## src/rtl/data_mem_arbiter_pkg.sv

```systemverilog
// rtl/data_mem_arbiter_pkg.sv - shared widths and FSM state encodings for the data RAM arbiter
package data_mem_arbiter_pkg;

    localparam int DATA_W = 32;
    localparam int ADDR_W = 10;

    // Two-state arbiter: normal CPU-priority operation, and the single forced EXT slot.
    localparam logic [0:0] S_CPU   = 1'b0;
    localparam logic [0:0] S_FORCE = 1'b1;

endpackage

```

## src/rtl/data_mem_arbiter_starvation_counter.sv

```systemverilog
// rtl/data_mem_arbiter_starvation_counter.sv - counts consecutive blocked EXT cycles, flags MAX_WAIT-1
//
// Ports:
//   i_clk, i_rst_n  clock, asynchronous active-low reset
//   i_inc           EXT blocked by CPU this cycle
//   i_clr           restart the count (takes priority over i_inc)
//   o_at_max        count has reached MAX_WAIT-1 (this blocked cycle is the MAX_WAIT-th)
module starvation_counter #(
    parameter int MAX_WAIT = 4,
    parameter int CNT_W    = 3
) (
    input  logic i_clk,
    input  logic i_rst_n,
    input  logic i_inc,
    input  logic i_clr,
    output logic o_at_max
);

    localparam logic [CNT_W-1:0] LIMIT = CNT_W'(MAX_WAIT - 1);

    logic [CNT_W-1:0] r_cnt;

    // Saturates at LIMIT rather than wrapping, so a held flag can never alias back to zero.
    always_ff @(posedge i_clk or negedge i_rst_n) begin
        if (!i_rst_n) begin
            r_cnt <= '0;
        end else if (i_clr) begin
            r_cnt <= '0;
        end else if (i_inc && (r_cnt != LIMIT)) begin
            r_cnt <= r_cnt + 1'b1;
        end
    end

    assign o_at_max = (r_cnt == LIMIT);

endmodule

```

## src/rtl/data_mem_arbiter.sv

```systemverilog
// rtl/data_mem_arbiter.sv - shares the single-port data RAM between the MEM stage and an EXT port
//
// Ports:
//   i_clk, i_rst_n                                   clock, asynchronous active-low reset
//   i_cpu_req/i_cpu_we/i_cpu_addr/i_cpu_wdata        MEM-stage access from EX/MEM
//   o_cpu_rdata                                      RAM read data to MEM/WB (pass-through)
//   o_cpu_stall                                      freeze PC, IF/ID, ID/EX, EX/MEM this cycle
//   i_ext_req/i_ext_we/i_ext_addr/i_ext_wdata        loader/debug access, held until o_ext_gnt
//   o_ext_gnt                                        EXT access performed this cycle
//   o_ext_rvalid/o_ext_rdata/o_ext_err               EXT completion, cycle after the grant
//   o_ram_we/o_ram_addr/o_ram_din/i_ram_dout         RAM port, 1-cycle read latency
import data_mem_arbiter_pkg::*;

module data_mem_arbiter #(
    parameter int DATA_W   = data_mem_arbiter_pkg::DATA_W,
    parameter int ADDR_W   = data_mem_arbiter_pkg::ADDR_W,
    parameter int DEPTH    = 1024,
    parameter int MAX_WAIT = 4
) (
    input  logic              i_clk,
    input  logic              i_rst_n,
    input  logic              i_cpu_req,
    input  logic              i_cpu_we,
    input  logic [ADDR_W-1:0] i_cpu_addr,
    input  logic [DATA_W-1:0] i_cpu_wdata,
    output logic [DATA_W-1:0] o_cpu_rdata,
    output logic              o_cpu_stall,
    input  logic              i_ext_req,
    input  logic              i_ext_we,
    input  logic [ADDR_W-1:0] i_ext_addr,
    input  logic [DATA_W-1:0] i_ext_wdata,
    output logic              o_ext_gnt,
    output logic              o_ext_rvalid,
    output logic [DATA_W-1:0] o_ext_rdata,
    output logic              o_ext_err,
    output logic              o_ram_we,
    output logic [ADDR_W-1:0] o_ram_addr,
    output logic [DATA_W-1:0] o_ram_din,
    input  logic [DATA_W-1:0] i_ram_dout
);

    localparam int          CNT_W   = $clog2(MAX_WAIT + 1);
    localparam logic [ADDR_W:0] DEPTH_L = (ADDR_W + 1)'(DEPTH);

    logic [0:0]        r_state;
    logic              r_ext_rvalid;
    logic              r_ext_err;
    logic              r_rd_pend;
    logic [DATA_W-1:0] r_ext_rdata;

    logic [0:0]        w_next_state;
    logic              w_ext_in_range;
    logic              w_cpu_in_range;
    logic              w_blocked;
    logic              w_at_max;
    logic              w_gnt_raw;
    logic              w_we_raw;
    logic              w_stall_raw;
    logic [DATA_W-1:0] w_ext_rdata;

    assign w_ext_in_range = ({1'b0, i_ext_addr} < DEPTH_L);
    assign w_cpu_in_range = ({1'b0, i_cpu_addr} < DEPTH_L);

    // EXT is blocked only when both sides want the RAM in normal operation; any other
    // cycle breaks the run of consecutive blocked cycles.
    assign w_blocked = (r_state == S_CPU) && i_cpu_req && i_ext_req;

    starvation_counter #(
        .MAX_WAIT (MAX_WAIT),
        .CNT_W    (CNT_W)
    ) u_starve (
        .i_clk    (i_clk),
        .i_rst_n  (i_rst_n),
        .i_inc    (w_blocked),
        .i_clr    (!w_blocked),
        .o_at_max (w_at_max)
    );

    always_comb begin
        w_next_state = S_CPU;
        w_gnt_raw    = 1'b0;
        w_we_raw     = 1'b0;
        w_stall_raw  = 1'b0;
        o_ram_addr   = i_cpu_addr;
        o_ram_din    = i_cpu_wdata;
        case (r_state)
            S_CPU: begin
                if (i_cpu_req) begin
                    w_we_raw = i_cpu_we && w_cpu_in_range;
                    if (w_blocked && w_at_max) begin
                        w_next_state = S_FORCE;
                    end
                end else if (i_ext_req) begin
                    o_ram_addr = i_ext_addr;
                    o_ram_din  = i_ext_wdata;
                    w_gnt_raw  = 1'b1;
                    w_we_raw   = i_ext_we && w_ext_in_range;
                end
            end
            S_FORCE: begin
                // The stall is issued even if EXT withdrew; the slot then idles the RAM.
                w_stall_raw = 1'b1;
                o_ram_addr  = i_ext_addr;
                o_ram_din   = i_ext_wdata;
                w_gnt_raw   = i_ext_req;
                w_we_raw    = i_ext_req && i_ext_we && w_ext_in_range;
            end
            default: begin
                w_next_state = S_CPU;
            end
        endcase
    end

    // Reset must silence the RAM and handshakes at once, not at the next edge.
    assign o_ram_we    = w_we_raw && i_rst_n;
    assign o_ext_gnt   = w_gnt_raw && i_rst_n;
    assign o_cpu_stall = w_stall_raw && i_rst_n;

    assign o_cpu_rdata = i_ram_dout;

    // RAM data for an EXT read arrives the cycle after the grant; expose it directly
    // then and hold it in r_ext_rdata until the next EXT read returns.
    assign w_ext_rdata = r_rd_pend ? i_ram_dout : r_ext_rdata;
    assign o_ext_rdata = w_ext_rdata;

    always_ff @(posedge i_clk or negedge i_rst_n) begin
        if (!i_rst_n) begin
            r_state      <= S_CPU;
            r_ext_rvalid <= 1'b0;
            r_ext_err    <= 1'b0;
            r_rd_pend    <= 1'b0;
            r_ext_rdata  <= '0;
        end else begin
            r_state      <= w_next_state;
            r_ext_rvalid <= o_ext_gnt;
            r_ext_err    <= o_ext_gnt && !w_ext_in_range;
            r_rd_pend    <= o_ext_gnt && !i_ext_we && w_ext_in_range;
            r_ext_rdata  <= w_ext_rdata;
        end
    end

    assign o_ext_rvalid = r_ext_rvalid;
    assign o_ext_err    = r_ext_err;

endmodule

```

## config.mk

```make
export PLATFORM = sky130hd
export DESIGN_NAME = data_mem_arbiter
export DESIGN_NICKNAME = d
export VERILOG_FILES = /design/src/rtl/data_mem_arbiter_pkg.sv /design/src/rtl/data_mem_arbiter_starvation_counter.sv /design/src/rtl/data_mem_arbiter.sv
export SDC_FILE = /design/constraint.sdc
export NUM_CORES = 1
export LEC_CHECK = 0
export CAP_MARGIN = 15
export CORE_AREA = 2 2 115 72
export CTS_CLUSTER_SIZE = 20
export DETAILED_ROUTE_END_ITERATION = 12
export DIE_AREA = 0 0 117 74
export GPL_ROUTABILITY_DRIVEN = 0
export PLACE_DENSITY = 0.83
export SYNTH_ARGS = -nofsm -noshare
export SYNTH_HDL_FRONTEND = slang
export SYNTH_SLANG_ARGS = --single-unit
```

## constraint.sdc

```tcl
create_clock -name i_clk -period 2.2 [get_ports i_clk]
set_clock_uncertainty 0.1 [all_clocks]
set_input_delay 0.44 -clock i_clk [delete_from_list [all_inputs] [get_ports i_clk]]
set_output_delay 0.44 -clock i_clk [all_outputs]
set_load 0.05 [all_outputs]
```

---- Word level (Yosys, flattened, before mapping) ----
Index checks and enable logic that the tools add are counted.
storage, ports and cells
  word-level logic and storage cells ...... 39
  bits of input ports ..................... 122
  output and inout bits ................... 111
  bits in registers ....................... 38
cells by class
  multiplexer cells ....................... 19
  add/subtract/negate cells ............... 1
  reductions and logical operators ........ 10
  bitwise logic cells ..................... 1
  eq/ne operators ......................... 3
operators by type and width
  kind                                           number
  2-to-1 mux 32 bit                              3
  case mux 32 bit (2 select lines)               1
  2-to-1 mux 10 bit                              2
  case mux 10 bit (2 select lines)               1
  logical AND 1 bit                              9
  2-to-1 mux 1 bit                               8
  2-to-1 mux 3 bit                               2
  case mux 1 bit (2 select lines)                2
  adder 3 x 1 -> 3 bit, second input constant    1
  == test 3 x 2 -> 1 bit, second input constant  1
  != test 3 x 2 -> 1 bit, second input constant  1
  != test 2 bit, second input constant           1
  zero test 1 bit                                1
  NOT 1 bit                                      1

---- Logic depth before layout (Yosys ltp) ----
  depth after elaboration ................. 7
  depth in mapped cells ................... 5
  mapped depth without buffers ............ 5

---- By module ----
Synthesis repeated with hierarchy kept, for this count alone.
second synthesis, totals
  cells, all modules ...................... 179
  area total of the unflattened synthesis .. 2287.2 um^2
modules (own cells, without submodules)
  module              seq. area each (um^2)  cells each  area an instance (um^2)  times used
  data_mem_arbiter    875.8                  164         2109.5                   1
  starvation_counter  75.1                   15          177.7                    1

---- Worst setup path after synthesis ----
No wires, ideal clock.
  path kind ............................... input to output
  start point ............................. input i_cpu_req
  end point ............................... output o_ram_we
  setup slack ............................. -0.132 ns
  cell stages on the path ................. 3
  required time ........................... 1.660 ns
  buffers on the path ..................... 0
  data arrival time ....................... 1.792 ns
  path through ............................ or2b_1 nand3_1 a21boi_0
between the ends
  cells in the longest elaborated chain, start to end .. 3
RTL lines
  element                          line                     source
  start, declared                  data_mem_arbiter.sv:22   input logic i_cpu_req,
  2-to-1 mux 1 bit                 data_mem_arbiter.sv:88   if (i_cpu_req) begin
  case mux 1 bit (2 select lines)  data_mem_arbiter.sv:86   case (r_state)
  logical AND 1 bit                data_mem_arbiter.sv:115  assign o_ram_we = w_we_raw && i_rst_n;
  end, declared                    data_mem_arbiter.sv:36   output logic o_ram_we,
No other way between the ends.

---- Worst setup path in the final report ----
  start point ............................. input i_ext_req
  end point ............................... output o_ram_din[0]
between the ends
  cells in the longest elaborated chain, start to end .. 3
RTL lines
  element                           line                    source
  start, declared                   data_mem_arbiter.sv:28  input logic i_ext_req,
  2-to-1 mux 32 bit                 data_mem_arbiter.sv:93  end else if (i_ext_req) begin
  2-to-1 mux 32 bit                 data_mem_arbiter.sv:88
  case mux 32 bit (2 select lines)  data_mem_arbiter.sv:86
  end, declared                     data_mem_arbiter.sv:38  output logic [DATA_W-1:0] o_ram_din,
No other way between the ends.

==> flow_summary.ini <==
[critical_path]
crit_path_frequent_cell = buf_12
critical_path_peak_fanout = 5
critical_path.slowest_cell = mux2_4
worst-endpoint-required_ps = 1660
cp_num_buf_inv = 4
end_kind = output port
crit_type = in2out
slowest_delay_ps = 320
startpoint_type = input port
crit_family = buffers and inverters
cp.arrival_ps = 1770
crit_path_cell_trace = clkdlybuf4s15_2, a21oi_4, buf_12, bufbuf_16, mux2_4, buf_12

[floorplanning]
die_x_um = 117
rows = 25
initial_utilization = 0.292
die_y_um = 74
core-area_um2 = 7660
ios = 233
fp.dieArea_um2 = 8660

[synth]
synthTopCellsByArea = dfrtp_1, mux2_2, buf_4, mux2_1, ha_1
syn_inst = 176
netlist_area_um2 = 2240
syn_nets = 300
yosysSeqAreaShare = 0.425
ys_ff_latch = 38
yosysTopAreaCell = dfrtp_1
synthTopCellsByCount = mux2_2, dfrtp_1, buf_4, mux2_1, nor2_1
synth_most_common_cell = mux2_2
synth-main-ff-cell = dfrtp_1
async_flop_share = 1.00
synth_edf_count = 0
avgSynthCellArea_um2 = 12.7
netlist.area_leader.share = 0.425
synth_cell_type_count = 22
ys_warn_count = 0

[sta]
period_share = 1.05
fmax_mhz = 434
hold_violations = 0
fin_ws_ps = -107
relSlewSlack = 0.646
setup_violations = 38
finalCriticalPeriod_ps = 2310
holdWs_ps = 395
setup_tns_ps = -2120
maxSlewViolCount = 0
worst_pin_slew_ps = 529
rsz0062_at_grt = true

[pwr]
p_switching_mw = 1.54
netSwitchingFraction = 0.384
combinationalPowerShare = 0.606
leakagePower_nw = 2.64
p_clk_frac = 0.178
worst_ir_drop_vdd_uv = 366
intPower_mw = 2.46
power.density_nw_per_um2 = 690
pwr-share-seq = 0.217

[clock_network]
cts_sinks = 38
cts_buffer_depth = 2
htree_levels = 2
path_clk_slew_ps = 50
root_buffer = clkbuf_16
cts-buffers-inserted = 5
clkLatencyLatePin_ps = 270
cts_tree = done

[route]
drt-total-wl_um = 9620
top_layer_used = met4
wl_met1_um = 3730
drc = 0
wl_met2_um = 5120
antenna_left = 0
drt_first_pass_iters = 4
drtIter0Drc = 49
wire_per_inst_um = 19.2
routed-wl-met3_um = 622
vias = 2247
avgViaCountPerCell = 4.48

[job]
maxCapViolCount = 0

[final_layout]
area_growth_pct = 159
diodes = 0
n_fill_cell = 479
drive_gt1_frac = 0.541
nets = 517

[global_routing]
grt_pass1_wl_um = 12300
grt_antenna_before_repair = 0
grt_overflow = 0
grt_usage = 0.189
grt_max_degree = 38
grt_pass1_vias = 2361

[place]
hpwlAfterDp_um = 6430
io_buffers = 231

[outcome]
violations = setup timing
status = finished, violations left

[min_path]
hold_class = reg2reg
path summary, 6_finish.rpt:
path                                start  slack, ps  depth (start not counted)        endpoint
min in group asynchronous         i_rst_n        450                          2         r_state
min                        r_ext_rdata[5]        390                          1  r_ext_rdata[5]
max                             i_ext_req       -110                          6    o_ram_din[0]
max reg2reg                       r_state        700                          5       r_rd_pend
min reg2reg                r_ext_rdata[5]        390                          1  r_ext_rdata[5]
max in group asynchronous         i_rst_n        910                          3  r_ext_rdata[1]
logic make-up (layout without fill, tap and decap cells):
family	Yosys count	after routing	share of synthesized area
adders and majority gates	2	2	0.0112
muxes	75	75	0.377
AOI/OAI and AO/OA	3	3	0.0129
xor gates and xnor gates	1	1	0.00391
and+or+nand+nor	13	13	0.0296
other	1	1	0.00168
buffers and inverters	43	261	0.139
DFF	38	38	0.425
worst reg2reg max path, delay by kind of cell, from the launching register on:
| family | cells | cell delay, ps |
|---|---|---|
| buf+inv | 2 | 310 |
| flops | 1 | 410 |
| simple gates | 3 | 580 |
power by group through the flow:
stage	registers, mW	clock network, mW	logic [mW]
floorplan	0.867	0	1.15
global placement	0.869	0	2.20
detailed placement	0.880	0	2.23
CTS	0.867	0.736	2.31
global route	0.881	0.769	2.50
finish	0.866	0.711	2.42
cells in the final DEF, fill, tap and decap left out, types with 2 or more instances in the layout:
cell,count
clkdlybuf4s50_1,119
buf_12,70
mux2_2,39
dfrtp_1,38
mux2_4,33
buf_8,30
buf_6,14
buf_4,9
clkbuf_16,7
nor2_1,4
mux2_1,2
and3_1,2
nor2b_1,2
nand2_1,2
ha_1,2
bufbuf_16,2
clkdlybuf4s15_2,2
sequential cells by signal, indices dropped and copies added, names as in the netlist:
register,cells
r_state,1
r_rd_pend,1
o_ext_rvalid,1
u_starve.r_cnt,3
r_ext_rdata,32
layer usage:
metal	GRT usage	vias to the layer above
met1	0.217	1108
met3	0.0530	14
met5	0	-
li1	-	1010
met4	0.0418	0
met2	0.354	115
through the flow:
step	total power, mW	worst slack (ps)	util	cell area, um2	cells
detailed placement	3.11	-303	0.653	5010	481
finish	4.00	-107	0.756	5790	502
CTS	3.92	-76.1	0.711	5450	498
global route	4.15	-135	0.756	5790	502
floorplan	2.02	236	-	2240	176
global placement	3.07	-274	0.653	5010	481
area by class of cell:
cell class	instances	area (um2)	share of cell area
inverters	2	7.51	0.00130
clock buffers	6	139	0.0240
clock inverters	2	12.5	0.00216
multi-input cells	95	1100	0.190
repair buffers	251	3450	0.595
flip-flops and latches	38	951	0.164
well taps	108	135	0.0233
repair_timing:
item,in CTS,in global routing
endpoints found under the setup margin,43,42
cloned,4,3
gates resized for setup,38,77
setup buffers,4,2
hold buffers,1,0
endpoints found under the hold margin,1,0
No activity file was read; power rests on OpenSTA's default activity.
